### src/rtl/vga_raster_timing.sv
// ============================================================================
// vga_raster_timing : VGA raster counters, sync generation and RGB blanking
//                     aligned to a fixed-latency pixel source. Revision 1.0
// ============================================================================
`default_nettype none

module vga_raster_timing #(
  parameter int   H_ACTIVE = 640,
  parameter int   H_FP     = 16,
  parameter int   H_SYNC   = 96,
  parameter int   H_BP     = 48,
  parameter int   V_ACTIVE = 480,
  parameter int   V_FP     = 10,
  parameter int   V_SYNC   = 2,
  parameter int   V_BP     = 33,
  parameter logic HS_POL   = 1'b0,
  parameter logic VS_POL   = 1'b0,
  parameter int   PIX_LAT  = 2
) (
  input  logic        clk,
  input  logic        rst,
  input  logic        i_pix_en,
  output logic [15:0] o_x,
  output logic [15:0] o_y,
  output logic        o_active,
  output logic        o_frame_start,
  input  logic [7:0]  i_red,
  input  logic [7:0]  i_green,
  input  logic [7:0]  i_blue,
  output logic        o_hsync,
  output logic        o_vga_vsync,
  output logic        o_vga_de,
  output logic [7:0]  o_vga_r,
  output logic [7:0]  o_vga_g,
  output logic [7:0]  o_vga_b
);

  localparam logic [15:0] C_H_ACT   = 16'(H_ACTIVE);
  localparam logic [15:0] C_V_ACT   = 16'(V_ACTIVE);
  localparam logic [15:0] C_H_LAST  = 16'(H_ACTIVE + H_FP + H_SYNC + H_BP - 1);
  localparam logic [15:0] C_V_LAST  = 16'(V_ACTIVE + V_FP + V_SYNC + V_BP - 1);
  localparam logic [15:0] C_HS_FROM = 16'(H_ACTIVE + H_FP);
  localparam logic [15:0] C_HS_TO   = 16'(H_ACTIVE + H_FP + H_SYNC - 1);
  localparam logic [15:0] C_VS_FROM = 16'(V_ACTIVE + V_FP);
  localparam logic [15:0] C_VS_TO   = 16'(V_ACTIVE + V_FP + V_SYNC - 1);

  logic [15:0] x_q, x_d, y_q, y_d;

  always_comb begin
    x_d = x_q;
    y_d = y_q;
    if (i_pix_en) begin
      if (x_q == C_H_LAST) begin
        x_d = 16'd0;
        y_d = (y_q == C_V_LAST) ? 16'd0 : y_q + 16'd1;
      end else begin
        x_d = x_q + 16'd1;
      end
    end
  end

  always_ff @(posedge clk) begin
    if (rst) begin
      x_q <= 16'd0;
      y_q <= 16'd0;
    end else begin
      x_q <= x_d;
      y_q <= y_d;
    end
  end

  logic active, hs_raw, vs_raw;

  assign active        = (x_q < C_H_ACT) && (y_q < C_V_ACT);
  assign hs_raw        = (x_q >= C_HS_FROM) && (x_q <= C_HS_TO);
  assign vs_raw        = (y_q >= C_VS_FROM) && (y_q <= C_VS_TO);
  assign o_x           = x_q;
  assign o_y           = y_q;
  assign o_active      = active;
  assign o_frame_start = (x_q == 16'd0) && (y_q == 16'd0) && i_pix_en;

  // Pipe stages hold "asserted" flags; polarity is applied only at the pins.
  logic [PIX_LAT-1:0] hs_pipe_q, hs_pipe_d;
  logic [PIX_LAT-1:0] vs_pipe_q, vs_pipe_d;
  logic [PIX_LAT-1:0] de_pipe_q, de_pipe_d;

  generate
    if (PIX_LAT == 1) begin : g_pipe_single
      assign hs_pipe_d = hs_raw;
      assign vs_pipe_d = vs_raw;
      assign de_pipe_d = active;
    end else begin : g_pipe_shift
      assign hs_pipe_d = {hs_pipe_q[PIX_LAT-2:0], hs_raw};
      assign vs_pipe_d = {vs_pipe_q[PIX_LAT-2:0], vs_raw};
      assign de_pipe_d = {de_pipe_q[PIX_LAT-2:0], active};
    end
  endgenerate

  logic       hsync_q, vsync_q, de_q;
  logic [7:0] r_q, g_q, b_q;
  logic       de_last;

  assign de_last = de_pipe_q[PIX_LAT-1];

  always_ff @(posedge clk) begin
    if (rst) begin
      hs_pipe_q <= '0;
      vs_pipe_q <= '0;
      de_pipe_q <= '0;
      hsync_q   <= ~HS_POL;
      vsync_q   <= ~VS_POL;
      de_q      <= 1'b0;
      r_q       <= 8'd0;
      g_q       <= 8'd0;
      b_q       <= 8'd0;
    end else if (i_pix_en) begin
      hs_pipe_q <= hs_pipe_d;
      vs_pipe_q <= vs_pipe_d;
      de_pipe_q <= de_pipe_d;
      hsync_q   <= hs_pipe_q[PIX_LAT-1] ? HS_POL : ~HS_POL;
      vsync_q   <= vs_pipe_q[PIX_LAT-1] ? VS_POL : ~VS_POL;
      de_q      <= de_last;
      r_q       <= de_last ? i_red   : 8'd0;
      g_q       <= de_last ? i_green : 8'd0;
      b_q       <= de_last ? i_blue  : 8'd0;
    end
  end

  assign o_hsync     = hsync_q;
  assign o_vga_vsync = vsync_q;
  assign o_vga_de    = de_q;
  assign o_vga_r     = r_q;
  assign o_vga_g     = g_q;
  assign o_vga_b     = b_q;

endmodule

`default_nettype wire

### config.mk
export PLATFORM = sky130hd
export DESIGN_NAME = vga_raster_timing
export DESIGN_NICKNAME = d
export VERILOG_FILES = /design/src/rtl/vga_raster_timing.sv
export SDC_FILE = /design/constraint.sdc
export NUM_CORES = 1
export LEC_CHECK = 0
export CAP_MARGIN = 10
export CORE_UTILIZATION = 51
export DETAILED_ROUTE_END_ITERATION = 6
export HOLD_SLACK_MARGIN = 0.15
export MAX_ROUTING_LAYER = met4
export PLACE_DENSITY = 0.83
export SLEW_MARGIN = 20
export SYNTH_ARGS = -nofsm -noshare
export SYNTH_HDL_FRONTEND = slang
export SYNTH_SLANG_ARGS = --single-unit
export TNS_END_PERCENT = 30
### constraint.sdc
create_clock -name clk -period 6.7 [get_ports clk]
set_clock_uncertainty 0.2 [all_clocks]
set_input_delay 1.34 -clock clk [delete_from_list [all_inputs] [get_ports clk]]
set_output_delay 1.34 -clock clk [all_outputs]
set_load 0.02 [all_outputs]
== Yosys cells after proc, flatten, opt, wreduce, memory -nomap -nowiden ==
Cells that the tools add are included.

* Register bits: 65
* Input bits: 27
* Output and inout port bits: 61
* Word-level logic and storage cells: 36

* Add/subtract/negate cells: 2
* $lt $le $gt $ge: 6
* Equality and inequality tests: 2
* Mux-type cells: 7
* Reduce and logical (&&, ||, !) cells: 8

{| class="wikitable"
|+ Operators by type and width
! kind !! number
|-
| $add 16x1->16 const B || 2
|-
| $eq 16x10->1 const B || 2
|-
| $logic_not 16->1 || 2
|-
| $mux 16 || 2
|-
| $mux 8 || 3
|-
| $ge 16x10->1 const B || 1
|-
| $ge 16x9->1 const B || 1
|-
| $le 16x10->1 const B || 1
|-
| $le 16x9->1 const B || 1
|-
| $lt 16x10->1 const B || 1
|-
| $lt 16x9->1 const B || 1
|-
| $logic_and 1x1->1 || 5
|-
| $mux 1 || 2
|-
| $reduce_and 2->1 || 1
|}

== Longest topological paths before layout ==
Gate-level depths: netlist of run 1.

* Depth after elaboration: 3
* Mapped depth: 7
* Depth with buffers taken out: 6

== Least setup slack after synthesis of run 1 ==
Ideal clock, no wire load.

* Kind: input to output
* Start point: in i_pix_en
* End point: out o_frame_start
* Data arrival time: 2598 ps
* Data required time: 5160 ps
* Path slack: 2562 ps
* Cell stages on the path: 4
* Path buffers: 2
* Path through: clkbuf_1 -> buf_1 -> nand3b_1 -> nor3_1

* Word-level cells in the longest chain between the ends: 1

{| class="wikitable"
|+ RTL lines
! element !! RTL line !! source
|-
| start, declared || 22 || <nowiki>input logic i_pix_en,</nowiki>
|-
| $logic_and 1x1->1 || 80 || <nowiki>assign o_frame_start = (x_q == 16'd0) && (y_q == 16'd0) && i_pix_en;</nowiki>
|-
| end, declared || 26 || <nowiki>output logic o_frame_start,</nowiki>
|}

Every way passes these cells.

== Worst setup path in the final report of run 1 ==
Same ends and word-level chain as after synthesis.

==> results of run 1 <==
## routing by layer
| metal | vias up | track usage | wire [um] |
|---|---|---|---|
| met2 | 90 | 0.3807 | 3674 |
| met4 | 0 | 0.1222 | 146 |
| met5 | - | - | 0 |
| li1 | 1426 | - | - |
| met3 | 12 | 0.04651 | 414 |
| met1 | 1354 | 0.3475 | 3411 |
## cell type report
class	instances	area (um2)
tap	72	90.09
sequential	65	1301
clock inverter	6	90.09
clock buffer	10	137.6
fill	443	1530
timing repair buffer	88	873.3
multi-input combinational	246	1506
inverter	12	45.04
## registers in the layout, indices dropped and copies added (netlist names)
name,count
de_pipe_q,2
hs_pipe_q,2
o_hsync,1
o_vga_b,8
o_vga_de,1
o_vga_g,8
o_vga_r,8
o_vga_vsync,1
o_x,16
o_y,16
vs_pipe_q,2
## critical path: cells and delay by family
family	cells	cell delay, ps
AND/OR/NAND/NOR	2	330
buffers and inverters	3	1370
## power by group through the flow
stage | Combinational (uW) | Sequential [uW] | Clock [uW]
floorplan | 24.7 | 406 | 0
global placement | 55.9 | 402 | 0
detailed placement | 56.6 | 402 | 0
CTS | 56.8 | 393 | 385
global route | 61.1 | 394 | 405
finish | 56.6 | 393 | 381
## Yosys cell counts, types with 4 or more instances
cell,instances
buf_1,4
inv_1,10
nand2_1,26
dfxtp_1,65
xor2_1,9
nor4_1,10
a21oi_1,12
clkbuf_1,18
a22oi_1,24
nor3_1,4
ha_1,4
and3_1,6
and4_1,5
mux2i_1,8
or3_1,9
nand4_1,17
nand3_1,12
o32ai_1,5
o21ai_0,8
or4_1,4
nor2_1,48
a211oi_1,7
o31ai_1,6
## final timing paths
kind / end / slack, ps
setup / recovery: o_frame_start / 2120
hold / removal: hs_pipe_q[0] / 290
setup reg to reg: o_x[9] / 4050
hold reg to reg: hs_pipe_q[0] / 290
## stage by stage
step                  util  setup slack [ps]
floorplan                -              2562
global placement    0.6846              2143
detailed placement  0.6846              2122
CTS                 0.7255              2117
global route        0.7255              2059
finish              0.7255              2120
## cell usage in the layout, fill, tap and decap left out, types with 2 or more instances in the layout
cell	synthesis	layout
and4_1	5	5
o311ai_1	3	3
o21ai_0	8	8
nor3_1	4	4
bufinv_16	0	2
and2_1	3	3
nand3_1	12	12
nand3b_1	2	2
nand2_1	26	26
a22oi_1	24	24
mux2i_1	8	8
a21oi_1	12	12
nor4_1	10	10
inv_1	10	10
or4_1	4	4
nand4b_1	2	2
or4_4	2	2
o31ai_1	6	6
clkdlybuf4s50_1	0	86
nand4_1	17	17
nor2_1	48	48
a211oi_1	7	7
ha_1	4	4
clkbuf_8	0	10
dfxtp_1	65	65
o32ai_1	5	5
xor2_1	9	9
or3_1	9	9
and3_1	6	6
nand2b_1	2	2
## cells by family (layout without fill, tap and decap cells)
group	Yosys count	in the layout	share of synthesized area
adders and majority gates	4	4	0.01685
muxes	8	8	0.02696
and+or+nand+nor	157	157	0.2780
AOI/OAI and AO/OA	67	67	0.1559
DFF	65	65	0.4381
xor gates and xnor gates	10	10	0.02949
buffers and inverters	38	116	0.05475
==> key figures, run 1 <==
Outcome
  • Status: completed

Die
  • Die span in y: 78.32 um
  • Die footprint: 0.006133 mm2
  • I/O pin total: 88
  • FP Rows: 27
  • Initial core utilization: 0.5329
  • Die width: 78.32 um
  • Core box area: 0.005574 mm2

Synth
  • Flops & latches, synth: 65
  • Top cell type's share of synthesized area: 0.4381
  • Post-synthesis sequential area ratio: 0.4381
  • Post-Syn Nets: 380
  • EDFF count, synth: 0
  • Warnings, synthesis: 0
  • Area contributors post-synth: dfxtp_1, a22oi_1, nor2_1
  • Synth Instances: 349
  • Mapped Area: 0.002970 mm2
  • Ys flop type: dfxtp_1
  • Leading area contributor after synthesis: dfxtp_1
  • Syn_area_per_cell: 8.511 um2
  • Async S/R FF share, synth: 0
  • Distinct cells, synth: 42

Worst setup path
  • Critical R2R Launch: o_x[15]
  • Worst EP required: 5160 ps
  • CP startpoint: i_pix_en
  • CP Max Fanout: 19
  • FF-to-FF path depth: 4
  • Crit-path slowest cell: clkdlybuf4s50_1
  • Crit-path max cell delay: 650 ps
  • Crit Path Class: in -> out
  • Worst Setup Start Kind: input pin
  • Worst path cell trace: clkdlybuf4s50_1 > buf_4 > nand3b_1 > nor3_1 > clkdlybuf4s50_1
  • Most used cell, CP: clkdlybuf4s50_1
  • Critical Path End Type: output pin
  • Arr. time, crit path: 3040 ps

Cells and area
  • Diodes inserted: 0
  • Final Net Count: 453
  • Layout Cells excl Fill: 499
  • Share of layout cells above drive strength 1: 0.05621
  • Area Overhead vs Synth: 36.14%
  • Design area: 0.004044 mm2

Power
  • Sequential Power Share: 0.473
  • Total Power: 831.2 uW
  • Net Sw Power: 191.9 uW
  • Comb power frac: 0.068
  • Sw frac: 0.2309
  • Clock power frac: 0.459
  • PwrDens: 205.5 mW/mm2
  • Max IR drop VDD: 0.1724 mV
  • Leakage power: 0.001379 uW
  • Pint: 639.2 uW

Clock network
  • CTS root buf: clkbuf_8
  • Hold_buf cts: 0
  • Skew-Pair Late Insertion Delay: 350 ps
  • Num CTS Buffers: 9
  • Clock buffer depth: 2
  • Clock slew at reported path FFs: 70 ps
  • Setup Fix Bufs, Post-CTS: 0
  • Clock net sink count: 65
  • CTS tree: yes
  • Post_cts resized: 0
  • H-tree Lvls: 3

Drt
  • Routed Antenna Nets: 0
  • Drt total wl: 7.647 mm
  • DRC viols: 0
  • Via count: 2,882
  • Drt via density: 5.776
  • Post-DR wirelength/cell: 15.32 um
  • DRT Pass-1 Iters: 5
  • Detailed Route Iter0 Violations: 280

Job
  • Max-cap viol count: 0

Timing
  • Final hold vios: 0
  • Final slew viol count: 0
  • Setup violators final: 0
  • Final Cycle Share: 0.6836
  • Tightest Pin Transition: 920.9 ps
  • Max Fclk: 218.3 MHz
  • Slew HR: 0.3861
  • RSZ-0062 raised after global routing: false
  • Final Hold Slack: 286.1 ps
  • Min cycle time layout: 4580 ps
  • Final TNS setup: 0 ps

Placed design
  • RD Place Congestion: 0.8353
  • Placed inst area: 0.003816 mm2
  • Placed insts: 483
  • DP HPWL: 5.190 mm
  • Input/output buffers: 87

Global route
  • GR Util All Layers: 0.2598
  • Initial antenna violation count: 0
  • Largest net degree at the start of global routing: 54
  • Vias in the first global route: 2,505
  • GRT overflow: 0
  • First-pass GRT wire length: 12.14 mm

Worst hold path
  • WHS Path Cells: 2
  • Hold Path Class: reg -> reg
  • Min-delay src: hs_pipe_q[0]
(Power assumes the default switching activity.)
==> run 2, diff against run 1 <==
- CORE_UTILIZATION: 51 -> 43
- PLACE_DENSITY: 0.83 -> 0.75
- clock period: 6.7 -> 3.7 ns (I/O delays scaled with it)
==> run 2 against run 1 <==
Against the previous run:
- via count shrank 2.3%
- critical endpoint unchanged
- largest cell class unchanged
- non-clock buffer count grew 4
- sequential share of layout area grew 0.23 points
- largest power group unchanged
- sequential power grew 81%
- wire length shrank 1.1%
- final cell count grew 1.8%
- first-iteration DRC count shrank 22%
- utilization shrank 11 points
- hold slack lost 25 ps
- final area shrank 0.71%
- critical path depth grew 2
- die area grew 18%
==> key figures, run 2 (synthesized netlist as in run 1, its figures left out) <==
Drt
  • Routed Antenna Nets: 0
  • Post-DR wirelength/cell: 14.88 um
  • Met3 Routed Length: 463 um
  • Met2 routed WL: 3.579 mm
  • Detailed Route Iter0 Violations: 219
  • DRT Pass-1 Iters: 5
  • DRT met1 WL: 3.412 mm
  • DRC viols: 0
  • Highest metal layer with signal wires: met4
  • Via count: 2,815
  • Drt total wl: 7.561 mm
  • Drt via density: 5.541

Power
  • PwrDens: 330.9 mW/mm2
  • Leakage power: 0.001364 uW
  • Pint: 998.4 uW
  • Sequential Power Share: 0.536
  • Max IR drop VDD: 0.2075 mV
  • Comb power frac: 0.077
  • Sw frac: 0.2485
  • Net Sw Power: 330.2 uW
  • Total Power: 1329 uW
  • Clock power frac: 0.387

Worst setup path
  • FF-to-FF path depth: 5
  • Worst path cell trace: inv_1 > ha_1 > or4b_2 > nor4_1 > nand4b_1 > nor3_1 > dlygate4sd2_1
  • Worst Setup Start Kind: register
  • Crit-path max cell delay: 580 ps
  • Critical Path End Type: output pin
  • Arr. time, crit path: 2470 ps
  • Crit Path Class: reg -> out
  • CP Max Fanout: 5
  • Critical path depth: 7
  • RR Endpoint: o_x[2]
  • CP Buf/Inv Count: 2
  • Critical R2R Launch: o_x[15]
  • Worst EP required: 2760 ps
  • Reg2Reg Setup Slack: 1030 ps
  • CP top delay family: simple AND/OR/NAND/NOR gates
  • Crit-path slowest cell: or4b_2

Clock network
  • CTS root buf: clkbuf_8
  • H-tree Lvls: 3
  • Post_cts resized: 1
  • Clock buffer depth: 2
  • CTS tree: yes
  • Skew-Pair Late Insertion Delay: 330 ps
  • Num CTS Buffers: 9
  • Hold_buf cts: 0
  • Setup Fix Bufs, Post-CTS: 0
  • Clock slew at reported path FFs: 70 ps
  • Clock net sink count: 65

Timing
  • Final TNS setup: 0 ps
  • Final hold vios: 0
  • Tightest Pin Transition: 904.8 ps
  • Final Cycle Share: 0.9203
  • Final slew viol count: 0
  • Final WS setup: 294.9 ps
  • RSZ-0062 raised after global routing: false
  • Max Fclk: 293.7 MHz
  • Min cycle time layout: 3405 ps
  • Slew HR: 0.3968
  • Setup violators final: 0

Global route
  • GR Util All Layers: 0.2220
  • First-pass GRT wire length: 12.41 mm
  • Initial antenna violation count: 0
  • Largest net degree at the start of global routing: 31
  • GRT overflow: 0
  • Vias in the first global route: 2,579

Cells and area
  • Most frequent cells in the layout: clkdlybuf4s50_1, dfxtp_1, nor2_1
  • Area Overhead vs Synth: 35.17%
  • Layout filler cell count: 582
  • Layout Cells excl Fill: 508
  • Share of layout cells above drive strength 1: 0.06032
  • Most common cell after layout, fill and taps aside: clkdlybuf4s50_1
  • Final Net Count: 457
  • Diodes inserted: 0

Placed design
  • Placement Setup Slack: 366.4 ps
  • RD Place Congestion: 0.8458
  • Input/output buffers: 87
  • Placed insts: 492
  • DP HPWL: 5.269 mm

Worst hold path
  • WHS Path Cells: 2
  • Hold Crit Endpoint: de_pipe_q[0]
  • Min-delay src: de_pipe_q[0]
  • Hold Path Class: reg -> reg

Die
  • Core box area: 0.006495 mm2
  • FP Rows: 29
  • Die span in y: 85.12 um
  • Die width: 85.12 um
  • I/O pin total: 88
  • Die footprint: 0.007245 mm2
  • Initial core utilization: 0.4573

Outcome
  • Status: completed

Job
  • Max-cap viol count: 0
-- run 2: how the worst max path moves through the flow --
| stage | from | endpoint | slack, ps |
|---|---|---|---|
| 2_1_floorplan | o_x[15] | o_frame_start | 560 |
| 3_3_place_gp | o_x[0] | o_frame_start | 410 |
| 3_5_place_dp | o_x[0] | o_frame_start | 370 |
| 4_1_cts | o_x[0] | o_frame_start | 300 |
| 5_1_grt | o_x[1] | o_frame_start | 40 |
| 6_report | o_x[0] | o_frame_start | 290 |
-- run 2: tightest hold or removal path, delay by kind of cell, from the launching register on --
kind / cells / cell delay, ps
DFF: 1 / 310
AOI/OAI and AO/OA: 1 / 50
and+or+nand+nor: 1 / 60
-- run 2: power groups by stage --
stage / logic [uW] / clock network [uW] / registers (uW)
3_5_place_dp: 103 / 0 / 728
3_3_place_gp: 103 / 0 / 727
2_1_floorplan: 44.8 / 0 / 735
4_1_cts: 103 / 527 / 712
6_report: 102 / 515 / 712
5_1_grt: 112 / 562 / 713
-- run 2: routing by layer --
metal | vias up | GRT usage
met5 | - | -
met4 | 0 | 0.1017
met3 | 7 | 0.04669
met2 | 69 | 0.3336
met1 | 1306 | 0.2868
li1 | 1433 | -
-- run 2: layout make-up --
cell class              count  area, um2  area share
clock inverters             5      32.53    0.008102
multi-input cells         246       1506      0.3752
flip-flops and latches     65       1301      0.3241
clock buffers              11      131.4     0.03272
repair buffers             92      902.1      0.2247
inverters                  12      45.04     0.01122
well taps                  77      96.34     0.02400
-- run 2: through the flow --
stage,cell area [um2],utilization,hold WS (ps)
finish,4015,0.6182,261.1
global route,4015,0.6182,284.9
CTS,4015,0.6182,263.4
detailed placement,3852,0.5931,253.8
global placement,3852,0.5931,252.2
floorplan,2970,-,240.7
